`src/rtl/ps2_host_rx_pkg.sv`:
```
// Shared PS/2 receiver definitions: FSM states, prefix bytes and the queued key-event layout.
package ps2_host_rx_pkg;

  typedef enum logic [1:0] {
    ST_IDLE   = 2'd0,
    ST_DATA   = 2'd1,
    ST_PARITY = 2'd2,
    ST_STOP   = 2'd3
  } ps2_state_t;

  localparam logic [7:0] PS2_PFX_EXT = 8'hE0;
  localparam logic [7:0] PS2_PFX_REL = 8'hF0;
  localparam int         EVT_W       = 10;

  typedef struct packed {
    logic       ext;
    logic       rel;
    logic [7:0] code;
  } key_evt_t;

endpackage

```
`src/rtl/ps2_host_rx_fifo.sv`:
```
// Synchronous show-ahead FIFO with registered head outputs, valid/ready pop side and overflow pulse.
module ps2_host_rx_fifo #(
  parameter int WIDTH     = 10,
  parameter int FIFO_BITS = 3
) (
  input  logic             clk_sys,
  input  logic             reset_n,
  input  logic             push,
  input  logic [WIDTH-1:0] din,
  output logic             full,
  output logic             out_valid,
  input  logic             out_ready,
  output logic [WIDTH-1:0] dout,
  output logic             overflow
);

  localparam int DEPTH = 2 ** FIFO_BITS;

  logic [WIDTH-1:0]   mem_q [DEPTH];
  logic [FIFO_BITS:0] wr_ptr_q, wr_ptr_d, rd_ptr_q, rd_ptr_d;
  logic               valid_q, valid_d, ovf_q, ovf_d;
  logic [WIDTH-1:0]   dout_q, dout_d;
  logic               pop, push_ok;

  assign full = (wr_ptr_q ^ rd_ptr_q) == {1'b1, {FIFO_BITS{1'b0}}};

  always_comb begin
    pop      = valid_q & out_ready;
    push_ok  = push & (~full | pop);
    ovf_d    = push & ~push_ok;
    wr_ptr_d = wr_ptr_q + (FIFO_BITS+1)'(push_ok);
    rd_ptr_d = rd_ptr_q + (FIFO_BITS+1)'(pop);
    valid_d  = wr_ptr_d != rd_ptr_d;
    dout_d   = dout_q;
    // The new head may be the entry being written this very cycle.
    if (valid_d) begin
      if (push_ok && rd_ptr_d == wr_ptr_q) dout_d = din;
      else                                 dout_d = mem_q[rd_ptr_d[FIFO_BITS-1:0]];
    end
  end

  always_ff @(posedge clk_sys) begin
    if (push_ok) mem_q[wr_ptr_q[FIFO_BITS-1:0]] <= din;
  end

  always_ff @(posedge clk_sys or negedge reset_n) begin
    if (!reset_n) begin
      wr_ptr_q <= '0;
      rd_ptr_q <= '0;
      valid_q  <= 1'b0;
      dout_q   <= '0;
      ovf_q    <= 1'b0;
    end else begin
      wr_ptr_q <= wr_ptr_d;
      rd_ptr_q <= rd_ptr_d;
      valid_q  <= valid_d;
      dout_q   <= dout_d;
      ovf_q    <= ovf_d;
    end
  end

  assign out_valid = valid_q;
  assign dout      = dout_q;
  assign overflow  = ovf_q;

endmodule

```
`src/rtl/ps2_host_rx.sv`:
```
// PS/2 host receiver: sync + glitch filter, frame FSM with timeout, E0/F0 prefix folding into a key-event FIFO.
module ps2_host_rx
  import ps2_host_rx_pkg::*;
#(
  parameter int FILTER    = 4,
  parameter int TIMEOUT   = 20000,
  parameter int FIFO_BITS = 3
) (
  input  logic       clk_sys,
  input  logic       reset_n,
  input  logic       ps2_clk,
  input  logic       ps2_data,
  output logic       key_valid,
  input  logic       key_ready,
  output logic [7:0] key_code,
  output logic       key_ext,
  output logic       key_release,
  output logic       frame_err,
  output logic       overflow,
  output logic       busy
);

  localparam int FW = $clog2(FILTER + 1);
  localparam int TW = $clog2(TIMEOUT + 1);

  logic [1:0]    clk_sync_q, dat_sync_q;
  logic          filt_q, filt_d;
  logic [FW-1:0] fcnt_q, fcnt_d;
  logic          strobe, din;
  ps2_state_t    state_q, state_d;
  logic [2:0]    bit_cnt_q, bit_cnt_d;
  logic [7:0]    shreg_q, shreg_d;
  logic          par_q, par_d;
  logic [TW-1:0] to_q, to_d;
  logic          done_q, done_d, err_q, err_d;
  logic          ext_q, ext_d, rel_q, rel_d;
  logic          push, fifo_full;
  key_evt_t      evt_in, evt_out;

  assign din = dat_sync_q[1];

  // Filtered clock flips only after FILTER consecutive samples disagree with it.
  always_comb begin
    filt_d = filt_q;
    fcnt_d = '0;
    strobe = 1'b0;
    if (clk_sync_q[1] != filt_q) begin
      if (fcnt_q == FW'(FILTER - 1)) begin
        filt_d = clk_sync_q[1];
        strobe = filt_q;
      end else begin
        fcnt_d = fcnt_q + 1'b1;
      end
    end
  end

  always_comb begin
    state_d   = state_q;
    bit_cnt_d = bit_cnt_q;
    shreg_d   = shreg_q;
    par_d     = par_q;
    done_d    = 1'b0;
    err_d     = 1'b0;
    to_d      = (state_q == ST_IDLE || strobe) ? '0 : to_q + 1'b1;
    if (!strobe && state_q != ST_IDLE && to_q == TW'(TIMEOUT - 1)) begin
      state_d = ST_IDLE;
      err_d   = 1'b1;
    end else if (strobe) begin
      case (state_q)
        ST_IDLE: begin
          if (!din) begin
            state_d   = ST_DATA;
            bit_cnt_d = '0;
          end else begin
            err_d = 1'b1;
          end
        end
        ST_DATA: begin
          shreg_d   = {din, shreg_q[7:1]};
          bit_cnt_d = bit_cnt_q + 1'b1;
          if (bit_cnt_q == 3'd7) state_d = ST_PARITY;
        end
        ST_PARITY: begin
          par_d   = din;
          state_d = ST_STOP;
        end
        ST_STOP: begin
          if (din && ^{shreg_q, par_q}) done_d = 1'b1;
          else                          err_d  = 1'b1;
          state_d = ST_IDLE;
        end
        default: state_d = ST_IDLE;
      endcase
    end
  end

  // Prefix folding acts on the byte completed in the previous cycle.
  always_comb begin
    ext_d  = ext_q;
    rel_d  = rel_q;
    push   = 1'b0;
    evt_in = '{ext: ext_q, rel: rel_q, code: shreg_q};
    if (done_q) begin
      if (shreg_q == PS2_PFX_EXT)      ext_d = 1'b1;
      else if (shreg_q == PS2_PFX_REL) rel_d = 1'b1;
      else begin
        push  = 1'b1;
        ext_d = 1'b0;
        rel_d = 1'b0;
      end
    end
    if (err_d) begin
      ext_d = 1'b0;
      rel_d = 1'b0;
    end
  end

  always_ff @(posedge clk_sys or negedge reset_n) begin
    if (!reset_n) begin
      clk_sync_q <= 2'b11;
      dat_sync_q <= 2'b11;
      filt_q     <= 1'b1;
      fcnt_q     <= '0;
      state_q    <= ST_IDLE;
      bit_cnt_q  <= '0;
      shreg_q    <= '0;
      par_q      <= 1'b0;
      to_q       <= '0;
      done_q     <= 1'b0;
      err_q      <= 1'b0;
      ext_q      <= 1'b0;
      rel_q      <= 1'b0;
    end else begin
      clk_sync_q <= {clk_sync_q[0], ps2_clk};
      dat_sync_q <= {dat_sync_q[0], ps2_data};
      filt_q     <= filt_d;
      fcnt_q     <= fcnt_d;
      state_q    <= state_d;
      bit_cnt_q  <= bit_cnt_d;
      shreg_q    <= shreg_d;
      par_q      <= par_d;
      to_q       <= to_d;
      done_q     <= done_d;
      err_q      <= err_d;
      ext_q      <= ext_d;
      rel_q      <= rel_d;
    end
  end

  ps2_host_rx_fifo #(.WIDTH(EVT_W), .FIFO_BITS(FIFO_BITS)) u_fifo (
    .clk_sys   (clk_sys),
    .reset_n   (reset_n),
    .push      (push),
    .din       (evt_in),
    .full      (fifo_full),
    .out_valid (key_valid),
    .out_ready (key_ready),
    .dout      (evt_out),
    .overflow  (overflow)
  );

  assign key_code    = evt_out.code;
  assign key_ext     = evt_out.ext;
  assign key_release = evt_out.rel;
  assign frame_err   = err_q;
  assign busy        = state_q != ST_IDLE;

endmodule

```
`config.mk`:
```
export PLATFORM = sky130hd
export DESIGN_NAME = ps2_host_rx
export DESIGN_NICKNAME = d
export VERILOG_FILES = /design/src/rtl/ps2_host_rx_pkg.sv /design/src/rtl/ps2_host_rx_fifo.sv /design/src/rtl/ps2_host_rx.sv
export SDC_FILE = /design/constraint.sdc
export NUM_CORES = 1
export LEC_CHECK = 0
export CAP_MARGIN = 20
export CELL_PAD_IN_SITES_DETAIL_PLACEMENT = 1
export CELL_PAD_IN_SITES_GLOBAL_PLACEMENT = 1
export CORE_ASPECT_RATIO = 0.9
export CORE_UTILIZATION = 54
export CTS_BUF_LIST = sky130_fd_sc_hd__clkbuf_8
export CTS_CLUSTER_DIAMETER = 120
export CTS_CLUSTER_SIZE = 12
export DETAILED_ROUTE_END_ITERATION = 7
export GPL_TIMING_DRIVEN = 0
export HOLD_SLACK_MARGIN = 0.02
export PLACE_DENSITY_LB_ADDON = 0.1
export SYNTH_ARGS = -nofsm -noshare
export SYNTH_HDL_FRONTEND = slang
export SYNTH_SLANG_ARGS = --single-unit
```
`constraint.sdc`:
```
create_clock -name clk_sys -period 4.8 [get_ports clk_sys]
set_clock_uncertainty 0.2 [all_clocks]
set_input_delay 0.48 -clock clk_sys [delete_from_list [all_inputs] [get_ports clk_sys]]
set_output_delay 0.48 -clock clk_sys [all_outputs]
set_load 0.01 [all_outputs]
```
==> metrics.cfg <==
[pwr]
internal_power_mw=1.87
p_sw_uw=568
ir_drop_mv=0.267
pwr-share-seq_pct=54.5
p_leak_nw=2.73
p_per_area_nw_per_um2=350
power.share.switching_pct=23.3
comb_power_share_pct=6.6
clkPwrFrac_pct=39.0

[yosys]
synth_fa_ha_area_share_pct=2.68
ys_async_sr_fraction_pct=43.3
synth.net_count=391
synth_mux_area_share_pct=15.2
synth-simple-area-share_pct=7.22
synth_seq_cells=141
synth_cell_types=46
synth_xor_xnor_area_share_pct=5.63
synth_edf_count=80
synth_ff_type=edfxtp_1
syn_area_sq_um=6060
ys_seq_area_share_pct=64.9
synth_top_family_by_area=multiplexers
syn_inst=373
ys_warn_count=0
syn_avg_cell_area_sq_um=16.3
synth_compound_area_share_pct=2.60

[detailed_routing]
ant_nets=0
drtIter0Drc=159
wl_met3_um=488
wl_met2_um=6670
vias=3271
drt-met1-wl_um=5520
wirelength_um=12900
dr.pass1.iters=4
routed.top_layer=met4
routed_via_density=5.60
drc=0
wire_per_inst_um=22.1

[finish]
final_cell_mix=edfxtp_1 (80), dfrtp_1 (56), mux2_2 (25), nor2_1 (21), mux4_2 (20)
fin_cells=584
drive_gt1_share_pct=26.9
nets=437
fill_cells=988
final_area_sq_um=6950
n_antenna_cell=0
final_common_cell=edfxtp_1
area_delta_synth_final_pct=14.7

[timing]
slew_violations=0
fin_crit_sh_pct=88.0
rsz0062_at_grt=false
period_minus_slack_ps=4220
setup_viol=0
fmax_mhz=237
worst_slack_ps=576
finalHoldViolations=0
tightest_slew_ps=987
holdWs_ps=164
relSlewSlack_pct=33.5
setup_tns_ps=0

[critical_path]
slowest_stage=o21ai_0
cp-start-kind=register
path_class=register to register
path_cells=inv_1, a221o_1, o21ai_0, inv_1, ha_1, ha_1, xor2_1, xor2_1, or4_4, buf_6, mux2_4
worst_setup_path_end_kind=register
path_max_fanout=10
crit_required_ps=4930
max_stage_delay_ps=790
arrival_ps=4360

[floorplan]
coreArea_sq_um=10900
die_x_um=114
die-area_sq_um=11700
start_util_pct=55.9
ioPinCount=19
die_h_um=103
rows=36

[placement]
place_ws_ps=398
post-dp-hpwl_um=8470
io_buffer_count=18
placed_cell_area_sq_um=6540
dpl.cell_count=550
gp_congestion=0.727

[cts]
cts_tree=yes
cts_sinks=141
cts_max_level=4
cts_setup_buffers=0
cts_root_buf=clkbuf_8
clock_path_buffers=2
cts_buffers=17
clock_latency_ps=450
clk_pin_slew_ps=80

[global_routing]
grt-ovfl-total=0
grt_pass1_wl_um=20500
grt_use_total_pct=25.2
grt_pass1_vias=3685
grt_max_degree=62
antenna_found_initial=0

[job]
drv_cap=0

[worst_hold_path]
worstHoldPathType=register to register

[status]
status=completed

## sequential cells by signal, summed over array words and instances (netlist names), 2 cells and up
name	flops
u_fifo.dout	10
shreg_q	8
to_q	15
u_fifo.rd_ptr_q	4
u_fifo.mem_q	80
dat_sync_q	2
fcnt_q	3
state_q	2
clk_sync_q	2
u_fifo.wr_ptr_q	4
bit_cnt_q	3
## power groups by stage
stage | Clock (mW) | Combinational (mW) | Sequential (mW)
after floorplan | 0 | 0.105 | 1.35
after global placement | 0 | 0.157 | 1.35
after detailed placement | 0 | 0.164 | 1.35
after CTS | 0.974 | 0.166 | 1.33
after global routing | 1.02 | 0.186 | 1.33
final | 0.949 | 0.160 | 1.33
## final timing paths
path | from | end | slack, ps | depth (start not counted)
min | dat_sync_q[0] | dat_sync_q[1] | 160 | 0
min reg2reg | dat_sync_q[0] | dat_sync_q[1] | 160 | 0
min in group asynchronous | reset_n | u_fifo.wr_ptr_q[2] | 440 | 2
max in group asynchronous | reset_n | shreg_q[1] | 3410 | 2
max reg2reg | u_fifo.wr_ptr_q[0] | u_fifo.dout[6] | 580 | 11
max | u_fifo.wr_ptr_q[0] | u_fifo.dout[6] | 580 | 11
## critical path: cells and delay by family (launching register included)
kind | cells | cell delay (ps)
compound gates | 2 | 1190
flops | 1 | 580
simple gates | 1 | 570
buf+inv | 3 | 470
fa+ha+maj | 2 | 440
xor+xnor | 2 | 330
mux | 1 | 310
## Yosys cell counts, types with 4 or more instances
cell type | number | area (sq um)
a21oi_1 | 5 | 25.0
clkbuf_1 | 4 | 15.0
dfrtp_1 | 56 | 1400
dfstp_2 | 5 | 131
edfxtp_1 | 80 | 2400
ha_1 | 13 | 163
inv_1 | 11 | 41.3
mux2_2 | 25 | 282
mux2_4 | 10 | 150
mux2i_1 | 4 | 40.0
mux4_2 | 20 | 450
nand2_1 | 12 | 45.0
nand3_1 | 12 | 60.1
nor2_1 | 21 | 78.8
nor3_1 | 7 | 35.0
nor3b_1 | 5 | 37.5
nor4_1 | 4 | 25.0
o21ai_0 | 9 | 45.0
or2_2 | 4 | 25.0
xnor2_1 | 17 | 149
xor2_1 | 14 | 123
## timing repair
action / CTS / global route
gates resized for setup: 0 / 0
setup endpoints to repair: 0 / 0
hold buffers: 1 / 0
hold endpoints to repair: 56 / 0
## layer usage
metal	vias up	global-route usage, %
li1	1493	-
met1	1685	30.0
met2	72	43.5
met3	21	6.70
met4	0	11.8
met5	-	0
## cell type report
class / instances / area [sq um] / area share [%]
buffer: 11 / 65.1 / 0.936
clock buffer: 17 / 234 / 3.37
clock inverter: 15 / 156 / 2.25
inverter: 11 / 41.3 / 0.594
multi-input combinational: 210 / 2060 / 29.6
sequential: 141 / 3940 / 56.6
tap: 152 / 190 / 2.74
timing repair buffer: 27 / 270 / 3.89
## kinds of logic (layout without fill, tap and decap cells)
kind of cell / after synthesis / in the layout
adders and majority gates: 13 / 13
buffers and inverters: 22 / 81
muxes: 59 / 59
DFF: 141 / 141
and+or+nand+nor: 82 / 82
xor gates and xnor gates: 34 / 34
AOI/OAI and AO/OA: 22 / 22
## through the flow
stage | power [mW] | util [%]
global route | 2.53 | 64.1
global placement | 1.51 | 59.3
floorplan | 1.45 | -
CTS | 2.47 | 63.9
detailed placement | 1.52 | 60.3
finish | 2.44 | 64.1
Power figures use the tool's default switching activity.
